### src/rtl/seg7_scan_periph.sv
// seg7_scan_periph
//
// Memory-mapped four-digit 7-segment display controller. The CPU stores a
// segment code together with a one-hot digit-select field into the DIGI
// register; the block keeps one code per digit and multiplexes the four
// digits in hardware. Each digit is lit for SCAN_CYCLES clocks, followed by
// GAP_CYCLES clocks with every anode off to avoid ghosting between digits.
//
// Register map:
//   BASE_ADDR     DIGI  write: [11:8] one-hot digit select, [7:0] segment code
//                             (active-low, bit 7 = dp); the whole word is kept
//                             and returned on read.
//   BASE_ADDR+4   CTRL  [0] scan enable, [1] blank (anodes off, scan continues)
//
// Ports:
//   clk        system clock
//   reset      asynchronous, active-high reset
//   Address    data-bus byte address (bits 1:0 ignored)
//   MemRead    read strobe
//   MemWrite   write strobe, sampled on the rising clk edge
//   WriteData  store data
//   ReadData   combinational read data, zero when no register is read
//   an_n       digit anodes, active-low, an_n[0] = digit 0 (registered)
//   seg_n      cathodes {dp,g,f,e,d,c,b,a}, active-low (registered)

module seg7_scan_periph #(
    parameter logic [31:0] BASE_ADDR   = 32'h40000010,
    parameter int          SCAN_CYCLES = 1000,
    parameter int          GAP_CYCLES  = 4
) (
    input  logic        clk,
    input  logic        reset,
    input  logic [31:0] Address,
    input  logic        MemRead,
    input  logic        MemWrite,
    input  logic [31:0] WriteData,
    output logic [31:0] ReadData,
    output logic [3:0]  an_n,
    output logic [7:0]  seg_n
);

    // The counter only has to reach the longer of the two slot lengths.
    localparam int MAX_CYC = (SCAN_CYCLES > GAP_CYCLES) ? SCAN_CYCLES : GAP_CYCLES;
    localparam int CNT_W   = (MAX_CYC > 1) ? $clog2(MAX_CYC) : 1;

    localparam logic [CNT_W-1:0] SCAN_LAST = CNT_W'(SCAN_CYCLES - 1);
    localparam logic [CNT_W-1:0] GAP_LAST  = CNT_W'((GAP_CYCLES > 0) ? GAP_CYCLES - 1 : 0);
    localparam logic [CNT_W-1:0] CNT_ONE   = CNT_W'(1);
    localparam logic [31:0]      CTRL_ADDR = BASE_ADDR + 32'd4;

    typedef enum logic [1:0] {
        ST_OFF  = 2'd0,
        ST_SHOW = 2'd1,
        ST_GAP  = 2'd2
    } state_t;

    state_t           state_reg;
    logic [1:0]       idx_reg;
    logic [CNT_W-1:0] cnt_reg;
    logic [1:0]       ctrl_reg;
    logic [31:0]      last_word_reg;
    logic [3:0][7:0]  digit_reg;

    logic       hit_digi;
    logic       hit_ctrl;
    logic       digi_we;
    logic       ctrl_we;
    logic [3:0] digit_we;

    // Byte lanes within a word are not decoded.
    logic addr_lsb_unused;
    assign addr_lsb_unused = ^Address[1:0];

    assign hit_digi = (Address[31:2] == BASE_ADDR[31:2]);
    assign hit_ctrl = (Address[31:2] == CTRL_ADDR[31:2]);
    assign digi_we  = MemWrite & hit_digi;
    assign ctrl_we  = MemWrite & hit_ctrl;

    // One write enable per digit buffer; several may fire on the same store.
    genvar gi;
    generate
        for (gi = 0; gi < 4; gi++) begin : g_digit_we
            assign digit_we[gi] = digi_we & WriteData[8 + gi];
        end
    endgenerate

    // ------------------------------------------------------------------
    // Bus-visible registers
    // ------------------------------------------------------------------
    always_ff @(posedge clk or posedge reset) begin
        if (reset) begin
            last_word_reg <= 32'h0;
            ctrl_reg      <= 2'b01;
            digit_reg     <= {4{8'hFF}};
        end else begin
            if (digi_we) begin
                last_word_reg <= WriteData;
            end
            if (ctrl_we) begin
                ctrl_reg <= WriteData[1:0];
            end
            for (int d = 0; d < 4; d++) begin
                if (digit_we[d]) begin
                    digit_reg[d] <= WriteData[7:0];
                end
            end
        end
    end

    // Reads see the register contents before any write on the same edge.
    always_comb begin
        ReadData = 32'h0;
        if (MemRead && hit_digi) begin
            ReadData = last_word_reg;
        end else if (MemRead && hit_ctrl) begin
            ReadData = {30'b0, ctrl_reg};
        end
    end

    // ------------------------------------------------------------------
    // Scan FSM. The output registers are loaded from the current state, so
    // the pins follow the state by one clock. seg_n reads the live digit
    // buffer, which lets a store to the lit digit show up one clock after
    // its write edge without disturbing the slot timing.
    // ------------------------------------------------------------------
    always_ff @(posedge clk or posedge reset) begin
        if (reset) begin
            state_reg <= ST_SHOW;
            idx_reg   <= 2'd0;
            cnt_reg   <= '0;
            an_n      <= 4'hF;
            seg_n     <= 8'hFF;
        end else begin
            if (state_reg == ST_SHOW) begin
                an_n  <= ctrl_reg[1] ? 4'hF : ~(4'b0001 << idx_reg);
                seg_n <= digit_reg[idx_reg];
            end else begin
                an_n  <= 4'hF;
                seg_n <= 8'hFF;
            end

            if (!ctrl_reg[0]) begin
                // Disabling parks the scanner so re-enabling starts at digit 0.
                state_reg <= ST_OFF;
                idx_reg   <= 2'd0;
                cnt_reg   <= '0;
            end else begin
                case (state_reg)
                    ST_SHOW: begin
                        if (cnt_reg == SCAN_LAST) begin
                            cnt_reg <= '0;
                            if (GAP_CYCLES == 0) begin
                                idx_reg <= idx_reg + 2'd1;
                            end else begin
                                state_reg <= ST_GAP;
                            end
                        end else begin
                            cnt_reg <= cnt_reg + CNT_ONE;
                        end
                    end
                    ST_GAP: begin
                        if (cnt_reg == GAP_LAST) begin
                            cnt_reg   <= '0;
                            idx_reg   <= idx_reg + 2'd1;
                            state_reg <= ST_SHOW;
                        end else begin
                            cnt_reg <= cnt_reg + CNT_ONE;
                        end
                    end
                    default: begin
                        state_reg <= ST_SHOW;
                        idx_reg   <= 2'd0;
                        cnt_reg   <= '0;
                    end
                endcase
            end
        end
    end

endmodule

### config.mk
export PLATFORM = sky130hd
export DESIGN_NAME = seg7_scan_periph
export DESIGN_NICKNAME = d
export VERILOG_FILES = /design/src/rtl/seg7_scan_periph.sv
export SDC_FILE = /design/constraint.sdc
export NUM_CORES = 1
export LEC_CHECK = 0
export ABC_AREA = 1
export CAP_MARGIN = 15
export CORE_ASPECT_RATIO = 0.9
export CORE_UTILIZATION = 48
export DETAILED_ROUTE_END_ITERATION = 12
export PLACE_DENSITY = 0.78
export RECOVER_POWER = 100
export SETUP_SLACK_MARGIN = 0.05
export SKIP_LAST_GASP = 1
export SYNTH_ARGS = -nofsm -noshare
export SYNTH_HDL_FRONTEND = slang
export SYNTH_SLANG_ARGS = --single-unit
### constraint.sdc
create_clock -name clk -period 3.8 [get_ports clk]
set_input_delay 0.57 -clock clk [delete_from_list [all_inputs] [get_ports clk]]
set_output_delay 0.57 -clock clk [all_outputs]
set_load 0.01 [all_outputs]
# ---- Yosys cells after proc, flatten, opt, wreduce, memory -nomap -nowiden
# Cells that the tools add are included.
# W data, S select, Z words.
dict set report op_classes {
  muxes 18
  order_cmp 1
  eq_ne 9
  n_reduce_logical 4
  n_addsub 2
  n_shift 1
  bitwise_logic 7
}
# cell n
set op_table {}
lappend op_table {{$eq A30 B29 Y1 const B} 2}
lappend op_table {{$mux W32} 1}
lappend op_table {{$mux W10} 3}
lappend op_table {{$pmux W10 S2} 1}
lappend op_table {{$bmux W8 S2} 1}
lappend op_table {{$mux W8} 2}
lappend op_table {{$mux W2} 6}
lappend op_table {{$add A10 B1 Y10 const B} 1}
lappend op_table {{$eq A10 B10 Y1 const B} 1}
lappend op_table {{$eq A10 B2 Y1 const B} 1}
lappend op_table {{$mux W4} 2}
lappend op_table {{$pmux W2 S2} 2}
lappend op_table {{$and A1 B1 Y1} 6}
lappend op_table {{$not A4 Y4} 1}
lappend op_table {{$reduce_and A2 Y1} 2}
lappend op_table {{$shl A1 B2 Y4 const A} 1}
lappend op_table {{$lt A2 B3 Y1 const B} 1}
lappend op_table {{$ne A3 B2 Y1 const B} 1}
lappend op_table {{$ne A3 B3 Y1 const B} 1}
lappend op_table {{$add A2 B1 Y2 const B} 1}
lappend op_table {{$eq A2 B1 Y1 const B} 1}
lappend op_table {{$eq A2 B2 Y1 const B} 1}
lappend op_table {{$logic_and A1 B1 Y1} 2}
lappend op_table {{$ne A2 B2 Y1 const B} 1}
dict set report totals {
  inputBits 68
  word_cells 53
  register_bits 92
  out_inout_bits 44
}

# ---- Depth between registers and ports, before layout
dict set report depth {
  ltp_word 4
  mapped_depth 10
  mapped_depth_nobuf 9
}

# ---- Worst setup path after synthesis
# OpenSTA, ideal clock, no wires.
dict set report synth_path {
  path_type {in2out}
  from {in Address[17]}
  to {out ReadData[10]}
  path_buffers 1
  path_slack_ns 1.703
  arrival_time_ns 1.527
  required_ns 3.230
  stages 8
  path_cell_list {nor2_1 nand2_1 nor2_2 nand2_2 nor2_4 nand2_1 buf_2 nor2_1}
}
dict set report synth_via {
  elab_chain_len 3
}
# element line_no
set synth_rtl {}
lappend synth_rtl {{start, declared} 33} ;# input logic [31:0] Address,
lappend synth_rtl {{$eq A30 B29 Y1} 74} ;# assign hit_digi = (Address[31:2] == BASE_ADDR[31:2]);
lappend synth_rtl {{$logic_and A1 B1 Y1} 113} ;# if (MemRead && hit_digi) begin
lappend synth_rtl {{$mux W32} 113}
lappend synth_rtl {{end, declared} 37} ;# output logic [31:0] ReadData,
# Every way passes these cells.

# ---- Worst setup path after layout
dict set report layout_path {
  from {in Address[27]}
  to {reg last_word_reg[1]}
}
dict set report layout_via {
  elab_chain_len 2
}
# element line_no
set layout_rtl {}
lappend layout_rtl {{$eq A30 B29 Y1} 74}
lappend layout_rtl {{$and A1 B1 Y1} 76} ;# assign digi_we = MemWrite & hit_digi;
lappend layout_rtl {{end signal, assigned} 97} ;# last_word_reg <= WriteData;
lappend layout_rtl {{end, declared} 61} ;# logic [31:0] last_word_reg;
# Every way passes these cells.
# A chain may end at the register's enable or synchronous reset.

==> impl_metrics.json <==
{
  "status": "complete, but fails checks",
  "violations": "capacitance limit, slew limit",
  "worst-endpoint-arrival_ns": 3.62,
  "htree_num_levels": 3,
  "nFillCells": 783,
  "routedWlPerCell_um": 14.2,
  "coreArea_um2": 9210,
  "p_sw_mw": 0.438,
  "ys_seq_elements": 92,
  "grt_max_degree": 58,
  "postSynthAreaPerCell_um2": 8.02,
  "syn_area_um2": 4610,
  "insertion_delay_ns": 0.37,
  "globalplace.congestion": 0.840,
  "rsz0062_at_grt": "false",
  "cts_setup_buffers": 0,
  "clkTransAtPathRegs_ns": 0.09,
  "drv_cap": 2,
  "ctsHoldBuffers": 0,
  "port_buffers": 109,
  "worstPathMaxFanout": 37,
  "numCtsBuffers": 9,
  "setup_tns_ns": 0,
  "hold_viol": 0,
  "use_met1_pct": 30.3,
  "yosys.area_share.adder_pct": 1.90,
  "grt_overflow": 0,
  "endpoint_kind": "flop",
  "internal_power_mw": 1.30,
  "first_global_vias": 4089,
  "syn_inst": 575,
  "vias": 4121,
  "p_leak_nw": 2.69,
  "use_met3_pct": 4.07,
  "tightest_slew_ns": 2.43,
  "cts_root_buf": "clkbuf_8",
  "cts_tree": "built",
  "clock_skew_ns": 0.0123,
  "seqPwrFrac_pct": 56.5,
  "yosysUniqueCellTypes": 26,
  "fp-row-count": 33,
  "fin_util_pct": 64.0,
  "synthToLayoutAreaGrowth_pct": 27.9,
  "fmax_mhz": 298,
  "cts_sinks": 92,
  "cp-start-kind": "input port",
  "synth_mux_area_share_pct": 0,
  "ioPinCount": 112,
  "via_per_inst": 5.15,
  "synth_xor_area_share_pct": 1.33,
  "finalNetCount": 748,
  "p_comb_share_pct": 7.2,
  "timing.hold.ws_ns": 0.464,
  "fin_crit_sh_pct": 88.3,
  "clk_path_buf_depth": 2,
  "clock_power_share_pct": 36.3,
  "die_area_um2": 10000,
  "drt-total-wl_um": 11300,
  "yosys.area_share.simple_pct": 33.6,
  "drtAntennaViolNets": 0,
  "period_needed_ns": 3.36,
  "die_h_um": 95.0,
  "worstPathRequired_ns": 4.07,
  "first_iter_violations": 225,
  "antennaDiodeCount": 0,
  "hp-class": "flop to flop",
  "grt_pass1_wl_um": 18900,
  "gr-max-usage-layer": "met2",
  "ys_seq_area_share_pct": 51.2,
  "max-vdd-ir-drop_uv": 198,
  "setup_viol": 0,
  "synth_nets": 650,
  "synth_top_family_by_area": "simple AND/OR/NAND/NOR gates",
  "gr-usage-all-layers_pct": 24.1,
  "layout-drive-gt1-share_pct": 11.5,
  "yosys_warnings": 0,
  "start_util_pct": 50.1,
  "drv_slew": 96,
  "antenna_found_initial": 0,
  "synth_compound_area_share_pct": 3.69,
  "relSlewSlack_pct": -63.1,
  "met2_usage_pct": 41.1,
  "swShare_pct": 25.2,
  "path_class": "input port to flop",
  "p_per_area_nw_per_um2": 295,
  "route.detailed.drc": 0,
  "dr.pass1.iters": 5,
  "dieWidth_um": 105,
  "dpl.hpwl_um": 7760,
  "cts_repair_resize_count": 0
}
Yosys cell counts:
master | instances | share of area (%)
nand3_2 | 4 | 0.87
nor3_1 | 4 | 0.43
buf_2 | 6 | 0.65
nand2_2 | 3 | 0.41
buf_6 | 4 | 0.98
ha_1 | 7 | 1.9
nand3_1 | 42 | 4.6
xor2_1 | 6 | 1.1
dfrtp_1 | 46 | 25
nand2_4 | 1 | 0.24
inv_1 | 58 | 4.7
nor2_2 | 1 | 0.14
nand2_1 | 174 | 14
nor2_8 | 1 | 0.43
dfstp_2 | 46 | 26
o21ai_0 | 20 | 2.2
buf_4 | 6 | 0.98
or2_2 | 1 | 0.14
nor2_4 | 1 | 0.24
buf_1 | 1 | 0.081
xnor2_1 | 1 | 0.19
nor2_1 | 88 | 7.2
nand4_1 | 34 | 4.6
clkbuf_1 | 11 | 0.90
o221ai_1 | 8 | 1.5
nand3b_1 | 1 | 0.16
cell type report:
type                            instances  area [um^2]  share of cell area, %
Clock buffer                            9          124                   2.10
Multi-Input combinational cell        397         1850                   31.4
Tap cell                              122          153                   2.59
Timing Repair Buffer                  115         1120                   19.1
Sequential cell                        92         2360                   40.0
Clock inverter                          7         67.6                   1.15
Inverter                               58          219                   3.71
worst paths after layout:
path / startpoint / endpoint / cells after the start / slack, ns
setup / recovery: Address[27] / last_word_reg[1] / 8 / 0.44
hold / removal: digit_reg[31] / digit_reg[31] / 2 / 0.46
setup reg to reg: state_reg[0] / cnt_reg[7] / 7 / 1.74
hold reg to reg: digit_reg[31] / digit_reg[31] / 2 / 0.46
max in group asynchronous: reset / last_word_reg[16] / 3 / 0.80
min in group asynchronous: reset / last_word_reg[27] / 2 / 1.33
per-stage QoR:
stage / std cells / setup WS, ns / power (mW) / instance area (um^2)
detailed placement: 784 / 0.615 / 1.12 / 5730
CTS: 800 / 0.615 / 1.76 / 5920
global placement: 784 / 0.642 / 1.12 / 5730
floorplan: 575 / 0.914 / 1.04 / 4610
finish: 800 / 0.444 / 1.74 / 5900
global route: 800 / 0.255 / 1.80 / 5900
placed cells by master, fill, tap and decap left out, types with 2 or more instances in the layout:
cell type,instances
inv_6,3
o221ai_1,8
clkbuf_1,2
dlygate4sd3_1,44
nand3_1,42
nand2_1,175
clkdlybuf4s50_1,64
o21ai_0,20
xor2_1,6
dfrtp_1,46
nor2_2,2
dfstp_2,45
nand4_1,34
nor2_1,88
inv_1,57
clkbuf_8,9
nand3_2,4
buf_4,4
ha_1,7
nand2_2,2
nor3_1,4
power by group through the flow:
stage | combinational, mW | sequential [mW] | clock [mW]
after floorplan | 0.0386 | 0.998 | 0
after CTS | 0.127 | 0.981 | 0.650
after global placement | 0.125 | 0.998 | 0
after detailed placement | 0.126 | 0.998 | 0
final | 0.126 | 0.981 | 0.630
after global routing | 0.136 | 0.981 | 0.679
worst max-delay path, cell delays in order:
cell,delay (ns)
dlygate4sd3_1,0.54
nor2_1,0.17
nand2_1,0.09
nor2_1,0.13
nand2_2,0.07
nor2_2,1.17
nand2_4,0.52
o21ai_0,0.34
cell families after synthesis:
family	Yosys count
DFF	92
xor gates and xnor gates	7
buffers and inverters	86
adders and majority gates	7
AOI/OAI and AO/OA	28
and+or+nand+nor	355
metal layers:
layer,up-vias,part of all wire (%)
met5,-,0
met4,0,1.7
met3,17,5.5
met2,130,50
met1,1955,43
li1,2019,-
(Power assumes the default switching activity.)
